==> src/rtl/dispatch_ctrl_pkg.sv <==
// dispatch_ctrl_pkg: shared types, opcode constants and FSM states for the dispatch stage
package dispatch_ctrl_pkg;
  typedef logic [31:0] DATA_TYPE;
  typedef logic [4:0] ROB_POS_TYPE;
  localparam DATA_TYPE ZERO_WORD = 32'h0;
  localparam logic [6:0] OPC_LOAD = 7'b0000011;
  localparam logic [6:0] OPC_STORE = 7'b0100011;
  localparam logic [6:0] OPC_LUI = 7'b0110111;
  localparam logic [6:0] OPC_AUIPC = 7'b0010111;
  localparam logic [6:0] OPC_JAL = 7'b1101111;
  localparam logic [6:0] OPC_JALR = 7'b1100111;
  localparam logic [6:0] OPC_BRANCH = 7'b1100011;
  localparam logic [6:0] OPC_OPIMM = 7'b0010011;
  localparam logic [6:0] OPC_OP = 7'b0110011;
  typedef enum logic [1:0] {IDLE, HOLD, FLUSH} state_t;
endpackage

==> src/rtl/dispatch_classify.sv <==
// dispatch_classify: maps an opcode to its dispatch target (RS, LSB or unknown)
module dispatch_classify
  import dispatch_ctrl_pkg::*;
(
  input  logic [6:0] opcode,
  output logic       rs,
  output logic       lsb,
  output logic       unknown
);
  // pure opcode decode; anything not recognised is reported as unknown
  always_comb begin
    lsb = opcode == OPC_LOAD || opcode == OPC_STORE;
    rs = opcode == OPC_LUI || opcode == OPC_AUIPC || opcode == OPC_JAL || opcode == OPC_JALR ||
         opcode == OPC_BRANCH || opcode == OPC_OPIMM || opcode == OPC_OP;
    unknown = !(rs || lsb);
  end
endmodule

==> src/rtl/dispatch_ctrl.sv <==
// dispatch_ctrl: one-entry buffer between fetcher and decoder with stall/drop accounting
module dispatch_ctrl
  import dispatch_ctrl_pkg::*;
(
  input  logic        clk,
  input  logic        rst,
  input  logic        rdy,
  input  logic        in_fetcher_valid,
  input  logic [31:0] in_fetcher_instr,
  input  logic [31:0] in_fetcher_pc,
  input  logic        in_fetcher_jump_flag,
  output logic        out_fetcher_ready,
  input  logic        in_rob_full,
  input  logic        in_rs_full,
  input  logic        in_lsb_full,
  input  logic        in_rob_rollback,
  output logic [31:0] out_dec_instr,
  output logic [31:0] out_dec_pc,
  output logic        out_dec_jump_flag,
  output logic        out_dec_valid,
  output logic [15:0] out_stall_count,
  output logic [7:0]  out_drop_count
);
  state_t state, state_d;
  DATA_TYPE buf_instr, buf_pc;
  logic buf_jump, is_rs, is_lsb, is_unknown, held, fire, accept;
  dispatch_classify u_classify (
    .opcode (buf_instr[6:0]),
    .rs     (is_rs),
    .lsb    (is_lsb),
    .unknown(is_unknown)
  );
  assign held = state == HOLD;
  assign fire = rdy && held && !in_rob_rollback && !in_rob_full &&
                (is_rs ? !in_rs_full : is_lsb && !in_lsb_full);
  assign out_fetcher_ready = rst && rdy && !in_rob_rollback && state != FLUSH && (state == IDLE || fire);
  assign accept = in_fetcher_valid && out_fetcher_ready;
  assign out_dec_valid = fire;
  assign out_dec_instr = fire ? buf_instr : ZERO_WORD;
  assign out_dec_pc = fire ? buf_pc : ZERO_WORD;
  assign out_dec_jump_flag = fire && buf_jump;
  // state register
  always_ff @(posedge clk or negedge rst) begin
    if (!rst) state <= IDLE;
    else state <= state_d;
  end
  // next state: rollback wins, FLUSH is a single bubble, unknown opcodes fall back to IDLE
  always_comb begin
    state_d = state;
    if (rdy)
      state_d = in_rob_rollback ? FLUSH :
                state == FLUSH ? IDLE :
                state == IDLE ? (accept ? HOLD : IDLE) :
                (is_unknown || (fire && !accept)) ? IDLE : HOLD;
  end
  // instruction buffer: cleared on rollback, loaded on accept
  always_ff @(posedge clk or negedge rst) begin
    if (!rst) begin
      buf_instr <= ZERO_WORD;
      buf_pc <= ZERO_WORD;
      buf_jump <= 1'b0;
    end else if (rdy && in_rob_rollback) begin
      buf_instr <= ZERO_WORD;
      buf_pc <= ZERO_WORD;
      buf_jump <= 1'b0;
    end else if (accept) begin
      buf_instr <= in_fetcher_instr;
      buf_pc <= in_fetcher_pc;
      buf_jump <= in_fetcher_jump_flag;
    end
  end
  // saturating stall and drop counters
  always_ff @(posedge clk or negedge rst) begin
    if (!rst) begin
      out_stall_count <= '0;
      out_drop_count <= '0;
    end else if (rdy) begin
      if (held && !is_unknown && !fire && out_stall_count != '1) out_stall_count <= out_stall_count + 16'd1;
      if (held && is_unknown && !in_rob_rollback && out_drop_count != '1) out_drop_count <= out_drop_count + 8'd1;
    end
  end
endmodule

==> config.mk <==
export PLATFORM = sky130hd
export DESIGN_NAME = dispatch_ctrl
export DESIGN_NICKNAME = d
export VERILOG_FILES = /design/src/rtl/dispatch_ctrl_pkg.sv /design/src/rtl/dispatch_classify.sv /design/src/rtl/dispatch_ctrl.sv
export SDC_FILE = /design/constraint.sdc
export NUM_CORES = 1
export LEC_CHECK = 0
export ABC_AREA = 1
export CORE_MARGIN = 2
export CORE_UTILIZATION = 50
export CTS_CLUSTER_SIZE = 8
export DETAILED_ROUTE_END_ITERATION = 10
export PLACE_DENSITY = 0.92
export SYNTH_ARGS = -nofsm -noshare
export SYNTH_HDL_FRONTEND = slang
export SYNTH_SLANG_ARGS = --single-unit
==> constraint.sdc <==
create_clock -name clk -period 3 [get_ports clk]
set_input_delay 0.6 -clock clk [delete_from_list [all_inputs] [get_ports clk]]
set_output_delay 0.6 -clock clk [all_outputs]
set_load 0.05 [all_outputs]
# Word level (Yosys, flattened, before mapping)
# Cells that the tools add are included.
# classes
n_addsub	2
n_eq_ne	14
n_mux	14
n_reduce_logical	40
# ops
cell	count
32-bit two-way mux	6
7-bit by 6-bit == test with 1-bit output, second input constant	3
7-bit == test, second input constant	3
1-bit logical AND	19
16-bit by 1-bit adder with 16-bit output, second input constant	1
16-bit != test, second input constant	1
7-bit by 5-bit == test with 1-bit output, second input constant	2
1-bit logical OR	10
8-bit by 1-bit adder with 8-bit output, second input constant	1
8-bit != test, second input constant	1
7-bit by 2-bit == test with 1-bit output, second input constant	1
1-bit zero test	7
1-bit two-way mux	7
2-bit AND reduction	2
2-bit by 1-bit == test with 1-bit output, second input constant	1
2-bit == test, second input constant	1
2-bit zero test	1
2-bit two-way mux	1
2-bit != test, second input constant	1
2-bit nonzero test	1
# word_totals
regBits	91
in_bits	73

# Logic depth before layout (Yosys ltp)
# depth
word_depth	19
mapped_depth	13
depth_no_buf	11

# By module
# From an unflattened synthesis, not the netlist that was laid out.
# unflattened
hier_cells	669
area_unflattened_um2	4994.8
# modules_own_cells
mod	n_inst	cells_each	area_per_inst_um2	seq_area_each_um2
dispatch_ctrl	1	650	4903.5	2277.2
dispatch_classify	1	19	91.3	0.0

# Least setup slack after synthesis
# OpenSTA, ideal clock, no wires.
# synth_timing
path_kind	input to output
startpoint	input port rdy
endpoint	output port out_dec_pc[24]
arrival_time_ns	2.207
required_ns	2.400
slack_ns	0.193
path_stages	8
cell_sequence	inv_2 -> nor3_2 -> nand2_1 -> nor2_1 -> nand3_2 -> buf_2 -> buf_1 -> nor2_1
# synth_via
elab_chain_len	5
# synth_rtl
element	line	text
start, declared	dispatch_ctrl.sv:7	input logic rdy,
1-bit logical AND (4 in series)	dispatch_ctrl.sv:34	assign fire = rdy && held && !in_rob_rollback && !in_rob_full &&
32-bit two-way mux	dispatch_ctrl.sv:40	assign out_dec_pc = fire ? buf_pc : ZERO_WORD;
end, declared	dispatch_ctrl.sv:18	output logic [31:0] out_dec_pc,
# No other way between the ends.

# Worst setup path after layout
# layout_timing
startpoint	input port in_rob_rollback
endpoint	output port out_dec_instr[11]
# layout_via
elab_chain_len	5
# layout_rtl
element	line	text
start, declared	dispatch_ctrl.sv:16	input logic in_rob_rollback,
1-bit zero test	dispatch_ctrl.sv:34	
1-bit logical AND (3 in series)	dispatch_ctrl.sv:34	
32-bit two-way mux	dispatch_ctrl.sv:39	assign out_dec_instr = fire ? buf_instr : ZERO_WORD;
end, declared	dispatch_ctrl.sv:17	output logic [31:0] out_dec_instr,
# No other way between the ends.

==> results.py <==
metrics = {
    "layout": {
        "design_area_um2": 7470,
        "multi_input_area_um2": 2010,
        "regArea_um2": 2280,
        "fin_util_pct": 80.5,
        "nets": 861,
        "n_antenna_cell": 0,
        "nFillCells": 592,
        "drive_above_1_share_pct": 15.1,
        "area_growth_pct": 56.0,
    },
    "sta": {
        "fmax_mhz": 352,
        "finClkSkew_ns": 0.0103,
        "fin_ws_ns": 0.159,
        "tightest_slew_ns": 0.672,
        "rsz0062_at_grt": "false",
        "finalHoldViolations": 0,
        "min_period_ns": 2.84,
        "drv_slew": 0,
        "timing.final.crit_share_pct": 94.7,
        "setup_viol_count_final": 0,
        "relSlewSlack_pct": 55.2,
        "fin_setup_tns_ns": 0,
    },
    "die": {
        "coreArea_um2": 9280,
        "placementRows": 35,
        "die_w_um": 102,
        "start_util_pct": 51.6,
        "ios": 164,
        "die_y_um": 102,
        "dieArea_um2": 10400,
    },
    "critical_path": {
        "start_kind": "input port",
        "r2r_end": "buf_instr[9]",
        "critPathCapture": "out_dec_instr[11]",
        "worstSetupEndpointType": "primary output",
        "worstPathArrival_ns": 2.24,
        "reg2reg_from": "buf_instr[4]",
        "r2r_cells": 13,
        "reg2reg_slack_ns": 0.78,
        "cp-startpoint": "in_rob_rollback",
        "path_class": "input port to primary output",
        "critPathRequiredTime_ns": 2.40,
        "cp_max_fo": 22,
    },
    "clock_network": {
        "htreeDepth": 3,
        "clockBufferDepth": 2,
        "cts_root_buffer": "clkbuf_8",
        "path_clk_slew_ns": 0.08,
        "cts_made_buffers": 9,
        "cts_tree": "yes",
        "clock-sinks": 91,
        "post_cts_buffers": 0,
        "insertion_delay_ns": 0.35,
    },
    "grt": {
        "grt-busiest-layer": "met2",
        "use_met1_pct": 34.9,
        "grt_max_degree": 66,
        "grt_use_met2_pct": 48.8,
        "antenna_found_initial": 0,
        "groute.usage.overall_pct": 28.0,
        "grt_overflow": 0,
        "grt_pass1_wl_mm": 23.1,
        "met3_usage_pct": 5.40,
        "grt_pass1_vias": 4943,
    },
    "power": {
        "power_mw": 2.80,
        "powerDensity_nw_per_um2": 374,
        "p_leak_nw": 3.41,
        "ir_drop_mv": 0.399,
    },
    "placement": {
        "portBuffers": 163,
        "gp_congestion": 0.932,
        "placedInstanceArea_um2": 7180,
        "place_hpwl_mm": 10.3,
        "pre_cts_ws_ns": 0.0789,
    },
    "synth": {
        "ys_seq_area_share_pct": 47.5,
        "syn-num-nets": 713,
        "synthArstFlopShare_pct": 100,
        "yosysUniqueCellTypes": 28,
        "syn_inst": 638,
        "ys_ff_latch": 91,
        "yosysWarnings": 0,
        "syn_area_um2": 4790,
        "postSynthAreaPerCell_um2": 7.51,
        "synth-edff-count": 0,
        "ys.flop_type": "dfrtp_1",
    },
    "outcome": {
        "status": "completed",
    },
    "routing": {
        "viasPerCell": 5.33,
        "drc_errors": 0,
        "wl_per_cell_um": 15.5,
        "wl_mm": 14.3,
        "vias": 4899,
        "first_pass_iters": 5,
        "ant_nets": 0,
        "drtIter0Drc": 308,
    },
    "worst_hold_path": {
        "min_path_type": "input port to async pin",
    },
    "job": {
        "drv_cap": 0,
    },
}
[synth_stat cells (5+ instances only)]
cell,instances,share of area (%)
nand2_1,135,11
nand4_1,5,0.65
buf_6,8,1.9
buf_2,5,0.52
nand3_1,157,16
nor3_1,5,0.52
nor2_1,79,6.2
clkbuf_1,19,1.5
xnor2_1,7,1.3
o21ai_0,6,0.63
xor2_1,11,2.0
inv_1,84,6.6
dfrtp_1,91,48
[per-layer routing]
layer / routed length, um / up-vias
met5: 0 / -
met3: 1080 / 38
li1: - / 2299
met4: 393 / 0
met1: 5350 / 2327
met2: 7450 / 235
[worst min path at each step]
stage | cells past startpoint | from | to
6_report | 2 | rst | out_stall_count[8]
5_1_grt | 2 | rst | out_stall_count[8]
4_1_cts | 2 | rst | out_stall_count[8]
3_5_place_dp | 2 | buf_jump | buf_jump
3_3_place_gp | 2 | buf_pc[24] | buf_pc[24]
2_1_floorplan | 0 | rst | buf_instr[0]
[state kept, by name, summed over array words and instances (netlist names)]
name,cells
buf_jump,1
buf_instr,32
out_drop_count,8
out_stall_count,16
state,2
buf_pc,32
[power by group]
part	internal (mW)	total, mW	leakage [nW]	switching, mW
Clock	0.548	0.961	0.112	0.412
Combinational	0.195	0.478	2.05	0.284
Sequential	1.29	1.36	1.25	0.0619
Total	2.04	2.80	3.41	0.758
[worst max-delay path: stages]
cell	delay, ns
clkdlybuf4s50_1	0.45
inv_1	0.13
nand2_1	0.09
nor2_2	0.19
nand3_4	0.14
buf_4	0.25
nor2_1	0.20
buf_12	0.17
[stage by stage]
stage / std cells / hold slack [ns]
2_1_floorplan: 638 / 0.304
3_3_place_gp: 903 / 0.480
3_5_place_dp: 903 / 0.488
4_1_cts: 918 / 0.358
5_1_grt: 919 / 0.375
6_report: 919 / 0.349
[kinds of logic after synthesis]
| kind of cell | after synthesis | synth area share (%) |
|---|---|---|
| flip-flops | 91 | 47.5 |
| AND/OR/NAND/NOR | 391 | 35.9 |
| adder cells (fa/ha/maj) | 2 | 0.522 |
| XOR/XNOR | 18 | 3.29 |
| buffers and inverters | 127 | 11.6 |
| AO/OA/AOI/OAI | 9 | 1.18 |
[layout make-up]
type	instances	share of cell area, %
tap	129	2.16
timing repair buffer	176	32.9
inverter	88	4.42
clock inverter	5	1.37
clock buffer	10	1.71
multi-input combinational	420	26.9
sequential	91	30.5
[cells in the final DEF (no fill, tap or decap), drive strengths merged, types with 7 or more instances in the layout]
cell and n:
dfrtp 91, buf 81, nor3 7, xnor2 7, nand2 136, inv 88
xor2 11, nor2 80, clkbuf 11, nand3 158, clkdlybuf4s50 93
[timing repair]
item,4_1_cts,5_1_grt
hold buffers,0,0
resized for setup,0,13
hold endpoints to repair,0,0
setup endpoints to repair,0,64
No activity file was read; power rests on OpenSTA's default activity.
